===== config.mk =====
export PLATFORM = sky130hd
export DESIGN_NAME = rst_sequencer
export DESIGN_NICKNAME = d
export VERILOG_FILES = /design/src/rtl/rst_sequencer.sv
export SDC_FILE = /design/constraint.sdc
export NUM_CORES = 1
export LEC_CHECK = 0
export CORE_AREA = 2 2 104 106
export DETAILED_ROUTE_END_ITERATION = 10
export DIE_AREA = 0 0 106 108
export SETUP_SLACK_MARGIN = 0.3
export SLEW_MARGIN = 25
export SYNTH_ARGS = -nofsm -noshare
export SYNTH_HDL_FRONTEND = slang
export SYNTH_SLANG_ARGS = --single-unit

===== constraint.sdc =====
create_clock -name PCLK -period 1.95 [get_ports PCLK]
set_input_delay 0.39 -clock PCLK [delete_from_list [all_inputs] [get_ports PCLK]]
set_output_delay 0.39 -clock PCLK [all_outputs]
set_load 0.03 [all_outputs]

===== src/rtl/rst_sequencer.sv =====
// MCU reset sequencer: power-on hold, debounced reset sources,
// minimum pulse width, staggered release and sticky reset cause.
module rst_sequencer #(
  parameter int NUM_SRC       = 2,
  parameter int NUM_OUT       = 3,
  parameter int POR_CYC       = 1000000,
  parameter int DEBOUNCE_CYC  = 1000000,
  parameter int MIN_PULSE_CYC = 1024,
  parameter int STAGGER_CYC   = 16
) (
  input  logic               PCLK,
  input  logic               PRESETn,
  input  logic [NUM_SRC-1:0] src_in,
  input  logic [NUM_SRC-1:0] src_en,
  input  logic               sw_rst_req,
  input  logic               cause_clr,
  output logic [NUM_OUT-1:0] rst_out,
  output logic               busy,
  output logic [NUM_SRC+1:0] cause
);

  localparam int DW = $clog2(DEBOUNCE_CYC + 1);
  localparam int PW = $clog2(POR_CYC + 1);
  localparam int MW = $clog2(MIN_PULSE_CYC + 1);
  localparam int SW = $clog2(STAGGER_CYC + 1);
  localparam int CW = (PW > MW) ? ((PW > SW) ? PW : SW)
                                : ((MW > SW) ? MW : SW);

  localparam logic [DW-1:0] DB_MAX   = DW'(DEBOUNCE_CYC);
  localparam logic [CW-1:0] POR_LAST = CW'(POR_CYC - 1);
  localparam logic [CW-1:0] MIN_END  = CW'(MIN_PULSE_CYC);
  localparam logic [CW-1:0] STG_LAST = CW'(STAGGER_CYC - 1);

  localparam logic [NUM_OUT-1:0] OUT_LAST =
    NUM_OUT'(1) << (NUM_OUT - 1);
  localparam logic [NUM_SRC+1:0] CAUSE_POR =
    {{(NUM_SRC + 1){1'b0}}, 1'b1};

  typedef enum logic [1:0] {
    ST_POR,
    ST_ASSERT,
    ST_RELEASE,
    ST_RUN
  } state_t;

  state_t state;

  logic [NUM_SRC-1:0] sync1;
  logic [NUM_SRC-1:0] sync2;
  logic [NUM_SRC-1:0] deb;
  logic [NUM_SRC-1:0] deb_d;
  logic [DW-1:0]      db_cnt [NUM_SRC];
  logic [CW-1:0]      cnt;

  logic [NUM_SRC-1:0] src_rise;
  logic [NUM_SRC+1:0] cause_set;
  logic               src_lvl;
  logic               req;
  logic               evt;

  assign src_rise  = deb & ~deb_d & src_en;
  assign src_lvl   = |(deb & src_en);
  assign req       = src_lvl | sw_rst_req;
  assign evt       = (|src_rise) | sw_rst_req;
  assign cause_set = {sw_rst_req, src_rise, 1'b0};

  // Synchroniser and debouncer for every source, enabled or not.
  always_ff @(posedge PCLK or negedge PRESETn) begin
    if (!PRESETn) begin
      sync1 <= '0;
      sync2 <= '0;
      deb   <= '0;
      deb_d <= '0;
      for (int i = 0; i < NUM_SRC; i++) begin
        db_cnt[i] <= '0;
      end
    end else begin
      sync1 <= src_in;
      sync2 <= sync1;
      deb_d <= deb;
      for (int i = 0; i < NUM_SRC; i++) begin
        if (sync2[i] == deb[i]) begin
          db_cnt[i] <= '0;
        end else if (db_cnt[i] == DB_MAX) begin
          deb[i]    <= ~deb[i];
          db_cnt[i] <= '0;
        end else begin
          db_cnt[i] <= db_cnt[i] + 1'b1;
        end
      end
    end
  end

  always_ff @(posedge PCLK or negedge PRESETn) begin
    if (!PRESETn) begin
      cause <= CAUSE_POR;
    end else begin
      cause <= (cause_clr ? '0 : cause) | cause_set;
    end
  end

  // Outputs release lowest index first by shifting zeros in from bit 0.
  always_ff @(posedge PCLK or negedge PRESETn) begin
    if (!PRESETn) begin
      state   <= ST_POR;
      cnt     <= '0;
      rst_out <= '1;
      busy    <= 1'b1;
    end else begin
      unique case (state)
        ST_POR: begin
          if (req) begin
            state <= ST_ASSERT;
            cnt   <= '0;
          end else if (cnt == POR_LAST) begin
            state <= ST_RELEASE;
            cnt   <= '0;
          end else begin
            cnt <= cnt + 1'b1;
          end
        end
        ST_ASSERT: begin
          if (evt) begin
            cnt <= '0;
          end else if (cnt == MIN_END && !src_lvl) begin
            state <= ST_RELEASE;
            cnt   <= '0;
          end else if (cnt != MIN_END) begin
            cnt <= cnt + 1'b1;
          end
        end
        ST_RELEASE: begin
          if (req) begin
            state   <= ST_ASSERT;
            cnt     <= '0;
            rst_out <= '1;
          end else if (cnt == STG_LAST) begin
            cnt     <= '0;
            rst_out <= rst_out << 1;
            if (rst_out == OUT_LAST) begin
              state <= ST_RUN;
              busy  <= 1'b0;
            end
          end else begin
            cnt <= cnt + 1'b1;
          end
        end
        ST_RUN: begin
          if (req) begin
            state   <= ST_ASSERT;
            cnt     <= '0;
            rst_out <= '1;
            busy    <= 1'b1;
          end
        end
        default: begin
          state <= ST_POR;
        end
      endcase
    end
  end

endmodule


==> impl_metrics.tcl <==
set metrics [dict create \
    wl_microns 10300 \
    drive_gt1_frac 0.424 \
    cpMaxStageDelayCell "dfrtp_1" \
    hold_path_class "flip-flop to flip-flop" \
    cp-startpoint "cnt[11]" \
    rrSetupSlack_ns -0.14 \
    syn_nets 430 \
    final-setup-viol-count 21 \
    utilization 0.582 \
    diodes 0 \
    grt_max_degree 27 \
    vias_per_cell 5.33 \
    fin_cells 664 \
    synthTopCellsByCount "dfrtp_1 (73), nor2_1 (62), nand3_1 (37)" \
    finalClockSkew_ns 0.00909 \
    multi_input_area_sq_mm 0.00258 \
    synth.most_common_cell "dfrtp_1" \
    r2r_cells 9 \
    grt_pass1_vias 3352 \
    peakVddDrop_mv 0.401 \
    drt-pass1-iter-count 5 \
    ys_warn_count 0 \
    start_kind "flip-flop" \
    hpwl_microns 6390 \
    drc_errors 0 \
    die_h_microns 108 \
    end_kind "flip-flop" \
    ys_seq_elements 78 \
    die_x_microns 106 \
    path_buf_inv 3 \
    antenna_found_initial 0 \
    drv_slew 0 \
    cts_tree "done" \
    layout_setup_ws_ns -0.143 \
    fin_setup_tns_ns -1.87 \
    num-nets-final 538 \
    fp.coreArea_sq_mm 0.0102 \
    cp.depth 9 \
    reg2reg_to "cnt[5]" \
    initial_utilization 0.397 \
    slowest_delay_ns 0.42 \
    cp.arrival_ns 2.34 \
    failed_checks "setup timing" \
    total_power_mw 3.21 \
    htreeDepth 3 \
    drv_cap 0 \
    synth_top_area_frac 0.450 \
    leakage_nw 2.48 \
    synthFlopType "dfrtp_1" \
    relSlewSlack 0.690 \
    clock_sinks 78 \
    grt_usage 0.174 \
    avgSynthCellArea_sq_um 9.77 \
    cts_buffer_depth 2 \
    synth-seq-area-share 0.482 \
    syn_to_final_growth_pct 46.4 \
    dp.cells 620 \
    grt_first_pass_wirelength_microns 16000 \
    async_flop_share 1.00 \
    holdWs_ns 0.355 \
    row_count 37 \
    fill_cells 853 \
    regArea_sq_mm 0.00197 \
    timing.final.crit_share 1.07 \
    setup.worst_path.end "cnt[5]" \
    vias 3537 \
    cts_root_buf "clkbuf_8" \
    outcome "finished with violations" \
    required_ns 2.20 \
    path_class "flip-flop to flip-flop" \
    gp_congestion 0.821 \
    yosys.cell_types.count 59 \
    overflow 0 \
    rsz0062_at_grt "true" \
    critPathTopFamily "compound AO/OA/AOI/OAI gates" \
    clkTransAtPathRegs_ns 0.09 \
    synth_area_leader_cell "dfrtp_1" \
    crit_chain "nor4_4 -> buf_4 -> nand4_4 -> o31ai_4 -> buf_4 -> o31ai_4 -> buf_6 -> a21o_1 -> a22o_1" \
    hold_viol 0 \
    p_per_area_mw_per_mm2 539 \
    fmax_mhz 478 \
    synth.area.top_cells "dfrtp_1 (45%), nor2_1 (5.7%), nand3_1 (4.6%)" \
    syn_inst 416 \
    syn_area_sq_mm 0.00406 \
    path_max_fanout 5 \
    cts_buffers 9 \
    tightestPinTransition_ns 0.462 \
    clock_latency_ns 0.36 \
    place.port_buffers 15 \
    r2r-start "cnt[11]" \
    dieArea_sq_mm 0.0114 \
    ioPinCount 16 \
    drt_iter0_drc 94 \
    fin_crit_ns 2.09 \
    synth-edff-count 0 \
    wl_per_cell_microns 15.5 \
    ant_nets 0 \
]
==> power breakdown <==
part | total (mW) | internal [mW] | switching, mW
Combinational | 0.297 | 0.131 | 0.166
Clock | 1.24 | 0.593 | 0.642
Sequential | 1.68 | 1.64 | 0.0316
Total | 3.21 | 2.37 | 0.839
==> worst min path at each step <==
| stage | to | slack [ns] | cells after the start | from |
|---|---|---|---|---|
| floorplan | cause[1] | 0.09 | 0 | PRESETn |
| global placement | state[0] | 0.34 | 1 | PRESETn |
| detailed placement | state[0] | 0.33 | 1 | PRESETn |
| CTS | sync2[0] | 0.36 | 0 | sync1[0] |
| global route | sync2[0] | 0.37 | 0 | sync1[0] |
| finish | sync2[0] | 0.36 | 0 | sync1[0] |
==> layout make-up <==
class	instances	area share
clock buffers	9	0.0208
clock inverters	6	0.0118
multi-input cells	312	0.434
flip-flops and latches	78	0.330
inverters	18	0.0114
well taps	136	0.0286
repair buffers	105	0.163
==> cell families (layout without fill, tap and decap cells) <==
group	after synthesis	count (layout)	share of synthesized area
and+or+nand+nor	208	211	0.263
DFF	78	78	0.482
AOI/OAI and AO/OA	55	55	0.114
xor gates and xnor gates	37	37	0.0798
buffers and inverters	29	138	0.0345
adders and majority gates	6	6	0.0185
muxes	3	3	0.00801
==> what timing repair did <==
item / 4_1_cts / 5_1_grt
gates resized for setup: 65 / 109
hold buffers: 1 / 0
pin swaps: 14 / 57
endpoints found under the hold margin: 19 / 0
setup endpoints to repair: 76 / 71
gates cloned: 2 / 6
buffers inserted: 10 / 10
==> registers in the layout (all words and copies together) (netlist names) <==
| signal | count |
|---|---|
| deb_d | 2 |
| db_cnt | 40 |
| cnt | 20 |
| sync2 | 2 |
| cause | 4 |
| sync1 | 2 |
| state | 2 |
| deb | 2 |
| rst_out | 3 |
| busy | 1 |
==> layer usage <==
layer,global-route usage,wire length (microns)
met5,0,0
met4,0.0611,233
met3,0.0332,314
met2,0.299,5230
met1,0.220,4520
==> layout by cell type (no fill, tap or decap), types with 3 or more instances in the layout <==
| cell type | netlist | routed |
|---|---|---|
| o21bai_1 | 3 | 3 |
| nor3_4 | 0 | 3 |
| a22o_1 | 7 | 7 |
| clkdlybuf4s50_1 | 0 | 6 |
| a2bb2oi_2 | 5 | 5 |
| nor4_4 | 1 | 5 |
| or3_1 | 3 | 3 |
| nand4_1 | 14 | 14 |
| nor2_2 | 0 | 13 |
| a21oi_1 | 6 | 4 |
| nor2b_1 | 5 | 4 |
| nand2_1 | 34 | 31 |
| o21ai_0 | 10 | 6 |
| buf_8 | 1 | 3 |
| dfstp_2 | 5 | 5 |
| dfrtp_2 | 0 | 6 |
| or2_4 | 0 | 4 |
| xnor2_1 | 19 | 19 |
| buf_4 | 3 | 71 |
| clkbuf_16 | 0 | 3 |
| ha_1 | 6 | 3 |
| clkinvlp_4 | 0 | 3 |
| nor2_1 | 62 | 29 |
| nor2_4 | 0 | 20 |
| dlygate4sd2_1 | 0 | 3 |
| inv_1 | 18 | 18 |
| nand3_1 | 37 | 28 |
| clkbuf_8 | 0 | 9 |
| o21ai_2 | 0 | 3 |
| dfrtp_1 | 73 | 67 |
| nor3_1 | 13 | 8 |
| ha_4 | 0 | 3 |
| buf_12 | 0 | 4 |
| xor2_1 | 18 | 16 |
| nor4_2 | 2 | 5 |
| nand3_2 | 0 | 9 |
| and3_1 | 6 | 6 |
| buf_6 | 1 | 9 |
==> metrics by stage <==
stage	instance area (sq um)	setup WS, ns
global placement	4860	-0.455
CTS	5380	-0.137
finish	5950	-0.143
floorplan	4100	0.0274
detailed placement	4860	-0.488
global route	5950	-0.222
No activity file was read; power rests on OpenSTA's default activity.
